`src/rtl/countdown_timer.sv`:
```
// -----------------------------------------------------------------------------
// countdown_timer
//
// BCD MM:SS countdown timer for the microwave controller. Keypad digits are
// shifted into the preset while idle. Once started with the door closed, the
// preset counts down one second every TICKS_PER_SEC clock cycles. Counting
// pauses on door-open or the pause command, and the timer flags completion
// when it reaches 00:00.
//
// Parameters
//   TICKS_PER_SEC  clk cycles per counted second (must be >= 2)
//
// Ports
//   clk          in   system clock, rising edge
//   rst_n        in   asynchronous active-low reset
//   key_valid    in   one-cycle strobe, key_digit carries a new digit
//   key_digit    in   [3:0] keypad digit, BCD 0-9 (10-15 ignored)
//   start        in   start / resume command (level)
//   pause        in   pause command (level)
//   clear        in   clear / cancel command (level)
//   door_closed  in   1 = door closed, required for counting
//   min_out      out  [3:0] minutes digit, BCD
//   dseg_out     out  [3:0] tens-of-seconds digit, BCD
//   seg_out      out  [3:0] units-of-seconds digit, BCD
//   running      out  1 while counting (RUN)
//   done         out  1 after reaching 00:00 (DONE)
// -----------------------------------------------------------------------------
module countdown_timer #(
   parameter int TICKS_PER_SEC = 100
) (
   input  logic       clk,
   input  logic       rst_n,
   input  logic       key_valid,
   input  logic [3:0] key_digit,
   input  logic       start,
   input  logic       pause,
   input  logic       clear,
   input  logic       door_closed,
   output logic [3:0] min_out,
   output logic [3:0] dseg_out,
   output logic [3:0] seg_out,
   output logic       running,
   output logic       done
);

   localparam int PW = (TICKS_PER_SEC > 2) ? $clog2(TICKS_PER_SEC) : 1;
   localparam logic [PW-1:0] TERM_COUNT = PW'(TICKS_PER_SEC - 1);

   typedef enum logic [1:0] {
      ST_IDLE   = 2'd0,
      ST_RUN    = 2'd1,
      ST_PAUSED = 2'd2,
      ST_DONE   = 2'd3
   } state_t;

   state_t        r_state;
   logic [PW-1:0] r_presc;
   logic [3:0]    r_min;
   logic [3:0]    r_dseg;
   logic [3:0]    r_seg;
   logic          r_running;
   logic          r_done;

   logic [3:0]    w_dec_min;
   logic [3:0]    w_dec_dseg;
   logic [3:0]    w_dec_seg;
   logic          w_dec_zero;
   logic          w_time_zero;
   logic          w_tick;
   logic          w_key_ok;
   logic          w_can_start;

   // One-second decrement with BCD borrow. dseg is treated as a plain digit
   // (may hold 6-9 after entry); a borrow out of it always reloads 5.
   always_comb begin
      w_dec_min  = r_min;
      w_dec_dseg = r_dseg;
      w_dec_seg  = r_seg;
      if (r_seg != 4'd0) begin
         w_dec_seg = r_seg - 4'd1;
      end else begin
         w_dec_seg = 4'd9;
         if (r_dseg != 4'd0) begin
            w_dec_dseg = r_dseg - 4'd1;
         end else begin
            w_dec_dseg = 4'd5;
            w_dec_min  = r_min - 4'd1;
         end
      end
   end

   assign w_dec_zero  = (w_dec_min == 4'd0) && (w_dec_dseg == 4'd0) && (w_dec_seg == 4'd0);
   assign w_time_zero = (r_min == 4'd0) && (r_dseg == 4'd0) && (r_seg == 4'd0);
   assign w_tick      = (r_presc == TERM_COUNT);
   assign w_key_ok    = key_valid && (key_digit <= 4'd9);
   assign w_can_start = start && door_closed && !w_time_zero;

   always_ff @(posedge clk or negedge rst_n) begin
      if (!rst_n) begin
         r_state   <= ST_IDLE;
         r_presc   <= '0;
         r_min     <= 4'd0;
         r_dseg    <= 4'd0;
         r_seg     <= 4'd0;
         r_running <= 1'b0;
         r_done    <= 1'b0;
      end else if (clear) begin
         // Cancel from any state.
         r_state   <= ST_IDLE;
         r_presc   <= '0;
         r_min     <= 4'd0;
         r_dseg    <= 4'd0;
         r_seg     <= 4'd0;
         r_running <= 1'b0;
         r_done    <= 1'b0;
      end else begin
         case (r_state)
            ST_IDLE: begin
               if (w_can_start) begin
                  r_state   <= ST_RUN;
                  r_presc   <= '0;
                  r_running <= 1'b1;
               end else if (!start && !pause && w_key_ok) begin
                  // Keys only land when no command is competing this cycle.
                  r_min  <= r_dseg;
                  r_dseg <= r_seg;
                  r_seg  <= key_digit;
               end
            end

            ST_RUN: begin
               // Door-open / pause beat the terminal count: no decrement
               // happens on the edge that enters PAUSED, prescaler is held.
               if (!door_closed || pause) begin
                  r_state   <= ST_PAUSED;
                  r_running <= 1'b0;
               end else if (w_tick) begin
                  r_presc <= '0;
                  r_min   <= w_dec_min;
                  r_dseg  <= w_dec_dseg;
                  r_seg   <= w_dec_seg;
                  if (w_dec_zero) begin
                     r_state   <= ST_DONE;
                     r_running <= 1'b0;
                     r_done    <= 1'b1;
                  end
               end else begin
                  r_presc <= r_presc + PW'(1);
               end
            end

            ST_PAUSED: begin
               // Resume keeps the partially elapsed second.
               if (start && door_closed) begin
                  r_state   <= ST_RUN;
                  r_running <= 1'b1;
               end
            end

            ST_DONE: begin
               // Held at 00:00 until clear.
            end

            default: begin
               r_state   <= ST_IDLE;
               r_running <= 1'b0;
               r_done    <= 1'b0;
            end
         endcase
      end
   end

   assign min_out  = r_min;
   assign dseg_out = r_dseg;
   assign seg_out  = r_seg;
   assign running  = r_running;
   assign done     = r_done;

endmodule

```
`config.mk`:
```
export PLATFORM = sky130hd
export DESIGN_NAME = countdown_timer
export DESIGN_NICKNAME = d
export VERILOG_FILES = /design/src/rtl/countdown_timer.sv
export SDC_FILE = /design/constraint.sdc
export NUM_CORES = 1
export LEC_CHECK = 0
export CORE_MARGIN = 2
export CORE_UTILIZATION = 25
export CTS_CLUSTER_DIAMETER = 150
export DETAILED_ROUTE_END_ITERATION = 12
export PLACE_DENSITY = 0.5
export SYNTH_ARGS = -nofsm -noshare
export SYNTH_HDL_FRONTEND = slang
export SYNTH_SLANG_ARGS = --single-unit
```
`constraint.sdc`:
```
create_clock -name clk -period 4.4 [get_ports clk]
set_input_delay 0.88 -clock clk [delete_from_list [all_inputs] [get_ports clk]]
set_output_delay 0.88 -clock clk [all_outputs]
set_load 0.01 [all_outputs]
```
==> qor.csv, run 1 <==
metric,value,unit
top cell type's share of synthesized area,37.9,%
"Reg clk slew, reported paths",90,ps
PnR Total Power,547,µW
leakage,0.000719,µW
Syn Inst Count,170,
fraction of layout instances using a drive strength above 1,8.85,%
RSZ-0062 raised after global routing,no,
part of the cycle the worst path needs,63.9,%
Max Root-Sink Buffers,2,
setup repair bufs after CTS,0,
worst setup margin,1590,ps
P&R area growth vs syn,23.6,%
core area,0.00589,mm²
most frequent cell after synthesis,dfrtp_1,
Synth Area in XOR/XNOR,0,%
number of fill cells,639,
FP Rows,28,
"Slew Viols, Final",0,
CP max FO,15,
Post-synth top cells,"dfrtp_1 (23), o21ai_0 (17), nand2_1 (15), a21oi_1 (10), o2bb2ai_1 (9)",
Ys Warns,0,
largest family of logic cells by synthesized area,compound AO/OA/AOI/OAI gates,
Netlist cell types,47,
syn_nets,184,
post-layout minimum cycle time,2810,ps
"EDFF count, synth",0,
IO Port Bufs,24,
largest cells by area after synthesis,"dfrtp_1 (38%), o21ai_0 (5.6%), o2bb2ai_1 (5.2%)",
total grt overflow,0,
Synth Flop Type,dfrtp_1,
die height,81.9,µm
crit-path cells,"clkdlybuf4s50_1, buf_4, nor3b_1, o21ai_0, o21bai_1, o41ai_1",
Synth Register Bits,23,
endpoints failing setup,0,
clock latency on the worst-skew pair,280,ps
Slew Limit Headroom,31.3,%
global-route wire length before repair,6.70,mm
ANT cells,0,
Hold Fails Final Rpt,0,
# DRC,0,
via count,1425,
Setup crit end kind,flop,
IO Count,25,
initial antenna violation count,0,
CTS H-Tree Depth,1,
Slew @ Worst Pin,1030,ps
WS Path Type,input pin to flop,
largest net degree at the start of global routing,24,
multiplexer share of the synthesized area,3.29,%
"Largest stage delay, worst path",520,ps
post-route ant nets,0,
"Avg Cell Area, Syn",8.94,µm²
Setup Slack @ Placement,1290,ps
TritonCTS Buffers,3,
Crit path arrival time,2990,ps
TritonCTS clock tree,yes,
achievable clock frequency,356,MHz
Post-Synth Adder-Cell Area,2.47,%
Nets,207,
via-per-instance ratio,5.34,
ys async rst share,100,%
hold_buf cts,0,
Setup crit start kind,input pin,
Synth area leader,dfrtp_1,
Wirelength per Cell,15.2,µm
routability cong.,0.801,
flop2flop setup slack,2030,ps
"Slowest-stage cell, CP",nor3b_1,
initial cell density of the core,25.8,%
Peak supply drop,112,µV
DRT iter0 DRCs,69,
dpl hpwl,2.90,mm
die width,81.9,µm
First-pass DRT Iterations,4,
vias in the first global route,1370,
Compound-Gate Fraction of Synth Area,29.7,%
mapped cell area,0.00152,mm²
sequential fraction of the synthesis area,37.9,%
die area,0.00671,mm²
max_cap viols,0,
status,completed,
setup TNS,0,ps
routed wire length,4.06,mm
P per Cell Area,291,mW/mm²
post-layout util,31.9,%
Total GRT Usage,12.9,%
Resize count post-CTS,0,
post-synthesis simple-gate area fraction,22.1,%
Hold/Removal Path Class,flop to flop,
Clock Skew,8.32,ps
Critical Path RT,4580,ps
Root Buffer,clkbuf_8,
# clock sinks,23,
path summary, 6_finish.rpt:
check | startpoint | endpoint | cells after the start
setup / recovery | clear | r_presc[5] | 6
hold / removal | r_presc[6] | r_presc[6] | 1
setup reg to reg | seg_out[0] | done | 5
hold reg to reg | r_presc[6] | r_presc[6] | 1
max in group asynchronous | rst_n | min_out[3] | 1
min in group asynchronous | rst_n | r_presc[5] | 1
critical path: cells and delay by family:
family	cells	cell delay, ps
AO/OA/AOI/OAI	3	990
buffers and inverters	2	600
AND/OR/NAND/NOR	1	520
routing by layer:
layer | up-vias | GRT usage [%] | share of wire [%]
li1 | 704 | - | -
met1 | 677 | 17.7 | 49
met2 | 38 | 20.1 | 44
met3 | 6 | 2.09 | 4.6
met4 | 0 | 5.50 | 2.0
met5 | - | 0 | 0
registers in the layout, summed over array words and instances (netlist names):
signal	flops
r_state	2
done	1
running	1
seg_out	4
r_presc	7
min_out	4
dseg_out	4
layout make-up:
class,count,area [µm²],area share (%)
multi-input combinational,131,873,46.5
clock buffer,3,41.3,2.20
inverter,7,26.3,1.40
timing repair buffer,27,263,14.0
clock inverter,1,5.00,0.266
sequential,23,576,30.6
tap,75,93.8,5.00
power breakdown:
part | internal [µW] | switching [µW]
logic | 73.3 | 83.7
clock network | 63.5 | 75.3
registers | 224 | 27.5
per-stage QoR:
step | instance area [µm²] | hold slack [ps] | instances
2_1_floorplan | 1520 | 451 | 170
3_3_place_gp | 1830 | 486 | 263
3_5_place_dp | 1830 | 488 | 263
4_1_cts | 1880 | 501 | 267
5_1_grt | 1880 | 533 | 267
6_report | 1880 | 496 | 267
layout by cell type, fill, tap and decap left out, types with 3 or more instances in the layout:
cell	count
clkdlybuf4s50_1	24
dfrtp_1	23
o21ai_0	17
nand2_1	15
a21oi_1	10
o2bb2ai_1	9
nor2_1	8
inv_1	7
nor3_1	7
o22ai_1	6
a22oi_1	4
nor4_1	3
nand4_1	3
o31ai_1	3
nand3_1	3
ha_1	3
clkbuf_8	3
buf_4	3
cell families (layout without fill, tap and decap cells):
| family | Yosys count | after routing |
|---|---|---|
| AO/OA/AOI/OAI | 66 | 66 |
| adder cells (fa/ha/maj) | 3 | 3 |
| buffers and inverters | 16 | 38 |
| multiplexers | 4 | 4 |
| flip-flops | 23 | 23 |
| AND/OR/NAND/NOR | 58 | 58 |
No activity file was read; power rests on OpenSTA's default activity.
==> run 2: changes to the inputs <==
Clock period 4.4 ns to 2.8 ns, I/O delays scaled along.
==> run 2 against run 1 <==
  * Critical path depth shrank 1
  * Register-to-register slack lost 1500 ps
  * Clock power grew 53%
  * Sequential cell count is the same
  * Core utilization grew 0.62 points
  * Non-clock buffer count grew 5
  * Design area grew 1.9%
  * Cell count grew 1.9%
  * Sequential share of layout area shrank 0.58 points
  * First-iteration DRC count grew 88%
  * Routed wire length grew 3.0%
==> qor.csv, run 2 (synthesis results as in run 1) <==
metric,value,unit,change
post-layout minimum cycle time,2280,ps,
ANT cells,0,,unchanged
RSZ-0062 raised after global routing,no,,unchanged
CP max FO,12,,was 15
die height,81.9,µm,unchanged
P&R area growth vs syn,26.0,%,was 23.6%
CTS H-Tree Depth,1,,unchanged
via count,1486,,was 1425
part of the cycle the worst path needs,81.4,%,
combinational share of power,30.1,%,was 28.7%
routed wire length,4.18,mm,was 4.06 mm
setup repair bufs after CTS,0,,unchanged
WHS Path Cells,1,,unchanged
worst r2r path cells,5,,unchanged
TritonCTS clock tree,yes,,unchanged
sequential power share,45.5,%,was 46.0%
leakage,0.000741,µW,was 0.000719 µW
Largest register FFs,7,,unchanged
Slew @ Worst Pin,433,ps,was 1030 ps
Hold Startpoint,r_presc[6],,unchanged
Setup crit end kind,flop,,unchanged
Peak supply drop,170,µV,was 112 µV
most frequent cells in the layout,"clkdlybuf4s50_1 (24), dfrtp_1 (23), o21ai_0 (17)",,unchanged
Crit path arrival time,2440,ps,was 2990 ps
via-per-instance ratio,5.46,,was 5.34
"Reg clk slew, reported paths",90,ps,about the same
Crit path buffers/inverters,0,,was 2
Nets,212,,was 207
largest net degree at the start of global routing,24,,unchanged
# DRC,0,,unchanged
cell family with most CP delay,simple AND/OR/NAND/NOR gates,,was compound AO/OA/AOI/OAI gates
Final Instance Area,0.00191,mm²,was 0.00188 mm²
setup TNS,0,ps,unchanged
reg2reg start,r_presc[3],,was seg_out[0]
achievable clock frequency,439,MHz,
clock group share of total power,24.5,%,was 25.4%
"Slew Viols, Final",0,,unchanged
initial antenna violation count,0,,unchanged
post-route ant nets,0,,unchanged
Setup crit start kind,flop,,was input pin
die area,0.00671,mm²,unchanged
TritonCTS Buffers,3,,unchanged
Post-Layout Cell Count,272,,was 267
"Largest stage delay, worst path",580,ps,was 520 ps
dpl hpwl,3.02,mm,was 2.90 mm
Root Buffer,clkbuf_8,,unchanged
placed inst area,0.00187,mm²,was 0.00183 mm²
Hold/Removal Path Class,flop to flop,,unchanged
initial cell density of the core,25.8,%,unchanged
global-route wire length before repair,7.25,mm,was 6.70 mm
Reg with most FFs,r_presc,,unchanged
flop2flop setup slack,520,ps,was 2030 ps
"Slowest-stage cell, CP",or4b_4,,was nor3b_1
IO Count,25,,unchanged
"most common cell after layout, fill and taps aside",clkdlybuf4s50_1,,unchanged
post-layout util,32.5,%,was 31.9%
clock latency on the worst-skew pair,270,ps,was 280 ps
FP Rows,28,,unchanged
WS Path Type,flop to flop,,was input pin to flop
crit-path cells,"or4b_4, or3_4, a21oi_4, nor2_4, mux2_4",,"was clkdlybuf4s50_1, buf_4, nor3b_1, o21ai_0, o21bai_1, o41ai_1"
Total GRT Usage,13.9,%,was 12.9%
total grt overflow,0,,unchanged
Min Hold Slack,495,ps,was 496 ps
max_cap viols,0,,unchanged
Switch Pwr,289,µW,was 186 µW
destination of the worst hold path,r_presc[6],,unchanged
# clock sinks,23,,unchanged
Critical Path RT,2960,ps,was 4580 ps
Max Root-Sink Buffers,2,,unchanged
Hold Fails Final Rpt,0,,unchanged
routability cong.,0.816,,was 0.801
Wirelength per Cell,15.4,µm,was 15.2 µm
hold_buf cts,0,,unchanged
FF-to-FF End,seg_out[0],,was done
fraction of layout instances using a drive strength above 1,10.7,%,was 8.85%
P per Cell Area,455,mW/mm²,was 291 mW/mm²
First-pass DRT Iterations,4,,unchanged
Net Sw Frac,33.2,%,was 34.1%
DRT iter0 DRCs,130,,was 69
IO Port Bufs,24,,unchanged
status,completed,,unchanged
die width,81.9,µm,unchanged
Clock Skew,4.35,ps,was 8.32 ps
placed insts,268,,was 263
endpoints failing setup,0,,unchanged
internal power,581,µW,was 361 µW
Slew Limit Headroom,71.1,%,was 31.3%
core area,0.00589,mm²,unchanged
Resize count post-CTS,0,,unchanged
vias in the first global route,1445,,was 1370
==> run 2: changes by cell type in the layout (fill, tap and decap cells not counted) <==
cell	delta
clkbuf_1	+1
clkinv_2	-1
buf_4	+5
==> run 2: stage by stage <==
step                power (µW)  worst slack, ps
global placement           667              378
finish                     871              521
CTS                        883              525
detailed placement         663              342
floorplan                  547              727
global route               933              460
==> run 2: final cells by class <==
class | instances | area [µm²]
inverter | 7 | 26.3
clock buffer | 4 | 45.0
sequential | 23 | 576
tap | 75 | 93.8
fill | 630 | 3970
timing repair buffer | 32 | 300
multi-input combinational | 131 | 873
==> run 2: worst max path at each step <==
stage | to | depth (start not counted) | from
after CTS | seg_out[0] | 5 | r_presc[3]
after floorplan | dseg_out[1] | 5 | r_presc[3]
after global placement | dseg_out[1] | 6 | pause
after detailed placement | dseg_out[1] | 6 | pause
final | seg_out[0] | 5 | r_presc[3]
after global routing | seg_out[0] | 5 | r_presc[3]
==> run 2: layer usage <==
metal	vias to the layer above	global-route usage [%]	share of wire [%]
li1	715	-	-
met1	728	19.7	49
met2	34	21.3	46
met3	9	1.87	3.5
met4	0	5.50	2.2
met5	-	0	0
==> run 2: worst register-to-register path: stages, from the launching register on <==
cell     delay, ps
dfrtp_1        450
or4b_4         580
or3_4          390
a21oi_4        290
nor2_4         140
mux2_4         310
==> run 2: power by group through the flow <==
stage	Combinational [µW]	Clock [µW]	Sequential, µW
global placement	264	0	402
floorplan	157	0	390
detailed placement	261	0	402
finish	262	213	396
global route	291	242	401
CTS	263	224	396
==> run 3: changes to the inputs <==
Settings changed: PLACE_DENSITY 0.5 to 0.51.
Clock period 2.8 ns to 2 ns, I/O delays scaled along.
==> run 3 against run 2 <==
  * Sequential power grew 32%
  * Sequential share of layout area shrank 4.6 points
  * Worst hold slack lost 17 ps
  * Routed wire length grew 7.2%
  * Clock skew shrank 2.5 ps
  * Global-route usage grew 0.66 points
  * Via count grew 7.7%
  * Highest routed layer unchanged
==> qor.csv, run 3 (synthesis results as in run 1) <==
metric,value,unit,change
Peak supply drop,260,µV,was 170 µV
wire length on met2,2.09,mm,was 1.90 mm
cell family with most CP delay,simple AND/OR/NAND/NOR gates,,unchanged
initial cell density of the core,25.8,%,unchanged
combinational share of power,38.3,%,was 30.1%
Crit path buffers/inverters,1,,was 0
met3 routed WL,126,µm,was 146 µm
Nets,253,,was 212
metal1 wirelength,2.19,mm,was 2.04 mm
reg2reg start,r_presc[3],,unchanged
First-pass DRT Iterations,4,,unchanged
post-layout minimum cycle time,1970,ps,was 2280 ps
part of the cycle the worst path needs,98.6,%,was 81.4%
DRT iter0 DRCs,84,,was 130
Clock Skew,1.81,ps,was 4.35 ps
"Slew Viols, Final",0,,unchanged
highest metal used,met4,,unchanged
Hold Fails Final Rpt,0,,unchanged
CP max FO,4,,was 12
worst setup margin,27.5,ps,was 521 ps
Largest register FFs,7,,unchanged
"Reg clk slew, reported paths",90,ps,about the same
total grt overflow,0,,unchanged
clock group share of total power,22.4,%,was 24.5%
P&R area growth vs syn,48.7,%,was 26.0%
achievable clock frequency,507,MHz,was 439 MHz
crit path from,r_presc[3],,unchanged
"Slowest-stage cell, CP",or4b_4,,unchanged
placed inst area,0.00217,mm²,was 0.00187 mm²
routability cong.,0.857,,was 0.816
Min Hold Slack,479,ps,was 495 ps
P per Cell Area,589,mW/mm²,was 455 mW/mm²
Slew Limit Headroom,77.5,%,was 71.1%
Hold/Removal Path Class,input pin to async pin,,was flop to flop
Reg with most FFs,r_presc,,unchanged
status,completed,,unchanged
RSZ-0062 raised after global routing,yes,,was no
post-layout util,38.4,%,was 32.5%
Setup crit start kind,flop,,unchanged
Reg area,576,µm²,unchanged
Switch Pwr,437,µW,was 289 µW
IO Count,25,,unchanged
via count,1601,,was 1486
via-per-instance ratio,5.12,,was 5.46
Critical Path RT,2160,ps,was 2960 ps
Slew @ Worst Pin,333,ps,was 433 ps
# DRC,0,,unchanged
Total GRT Usage,14.6,%,was 13.9%
global-route wire length before repair,7.49,mm,was 7.25 mm
"most common cell after layout, fill and taps aside",buf_4,,was clkdlybuf4s50_1
dpl hpwl,3.35,mm,was 3.02 mm
Multi-input gate area,908,µm²,was 873 µm²
initial antenna violation count,0,,unchanged
Max Root-Sink Buffers,2,,unchanged
ANT cells,0,,unchanged
IO Port Bufs,24,,unchanged
routed wire length,4.48,mm,was 4.18 mm
sequential power share,39.3,%,was 45.5%
"Largest stage delay, worst path",540,ps,was 580 ps
CTS H-Tree Depth,1,,unchanged
Final Instance Area,0.00226,mm²,was 0.00191 mm²
fraction of layout instances using a drive strength above 1,28.6,%,was 10.7%
Wirelength per Cell,14.3,µm,was 15.4 µm
TritonCTS Buffers,3,,unchanged
crit-path cells,"or4b_4, or3_4, a21oi_4, buf_4, o22ai_1, o2bb2ai_1",,"was or4b_4, or3_4, a21oi_4, nor2_4, mux2_4"
endpoints failing setup,0,,unchanged
internal power,894,µW,was 581 µW
# clock sinks,23,,unchanged
Setup crit end kind,flop,,unchanged
die width,81.9,µm,unchanged
Net Sw Frac,32.8,%,was 33.2%
core area,0.00589,mm²,unchanged
TritonCTS clock tree,yes,,unchanged
die area,0.00671,mm²,unchanged
FP Rows,28,,unchanged
number of fill cells,624,,was 630
die height,81.9,µm,unchanged
largest net degree at the start of global routing,24,,unchanged
max_cap viols,0,,unchanged
Crit path arrival time,2130,ps,was 2440 ps
WS Path Type,flop to flop,,unchanged
clock latency on the worst-skew pair,260,ps,was 270 ps
vias in the first global route,1573,,was 1445
most frequent cells in the layout,"buf_4 (49), clkdlybuf4s50_1 (24), dfrtp_1 (23)",,"was clkdlybuf4s50_1 (24), dfrtp_1 (23), o21ai_0 (17)"
Setup Slack @ Placement,-216,ps,was 342 ps
Root Buffer,clkbuf_8,,unchanged
leakage,0.000958,µW,was 0.000741 µW
post-route ant nets,0,,unchanged
run 3: through the flow:
step	cells	TNS [ps]	power (µW)
2_1_floorplan	170	-199	773
3_3_place_gp	307	-1580	1030
3_5_place_dp	307	-1820	1030
4_1_cts	311	-9.84	1340
5_1_grt	313	-319	1420
6_report	313	0	1330
run 3: path summary, 6_finish.rpt:
check	to	cells after the start	slack, ps
max in group asynchronous	r_state[0]	2	1280
max	min_out[3]	6	30
min reg2reg	r_presc[6]	1	480
min	r_presc[2]	2	480
min in group clk	r_presc[6]	1	480
max reg2reg	min_out[3]	6	30
run 3: cell type report:
class | instances | share of cell area [%]
Sequential cell | 23 | 25.5
Clock inverter | 1 | 0.222
Clock buffer | 3 | 1.83
Timing Repair Buffer | 73 | 26.9
Multi-Input combinational cell | 131 | 40.2
Tap cell | 75 | 4.16
Inverter | 7 | 1.16
run 3: timing repair:
action                     in CTS  in global routing
buffers inserted                0                  2
setup endpoints to repair       8                 16
gates resized for setup         0                  7
pin swaps                       2                  3
hold buffers                    0                  0
run 3: power by group through the flow:
stage	clock network [µW]	logic, µW	registers, µW
after CTS	315	500	522
final	299	509	523
after global placement	0	502	531
after global routing	339	558	527
after floorplan	0	225	548
after detailed placement	0	497	531
run 3: per-layer routing:
layer | vias to the layer above | global-route usage (%)
li1 | 795 | -
met1 | 770 | 20.3
met2 | 32 | 23.3
met3 | 4 | 1.76
met4 | 0 | 4.83
met5 | - | 0
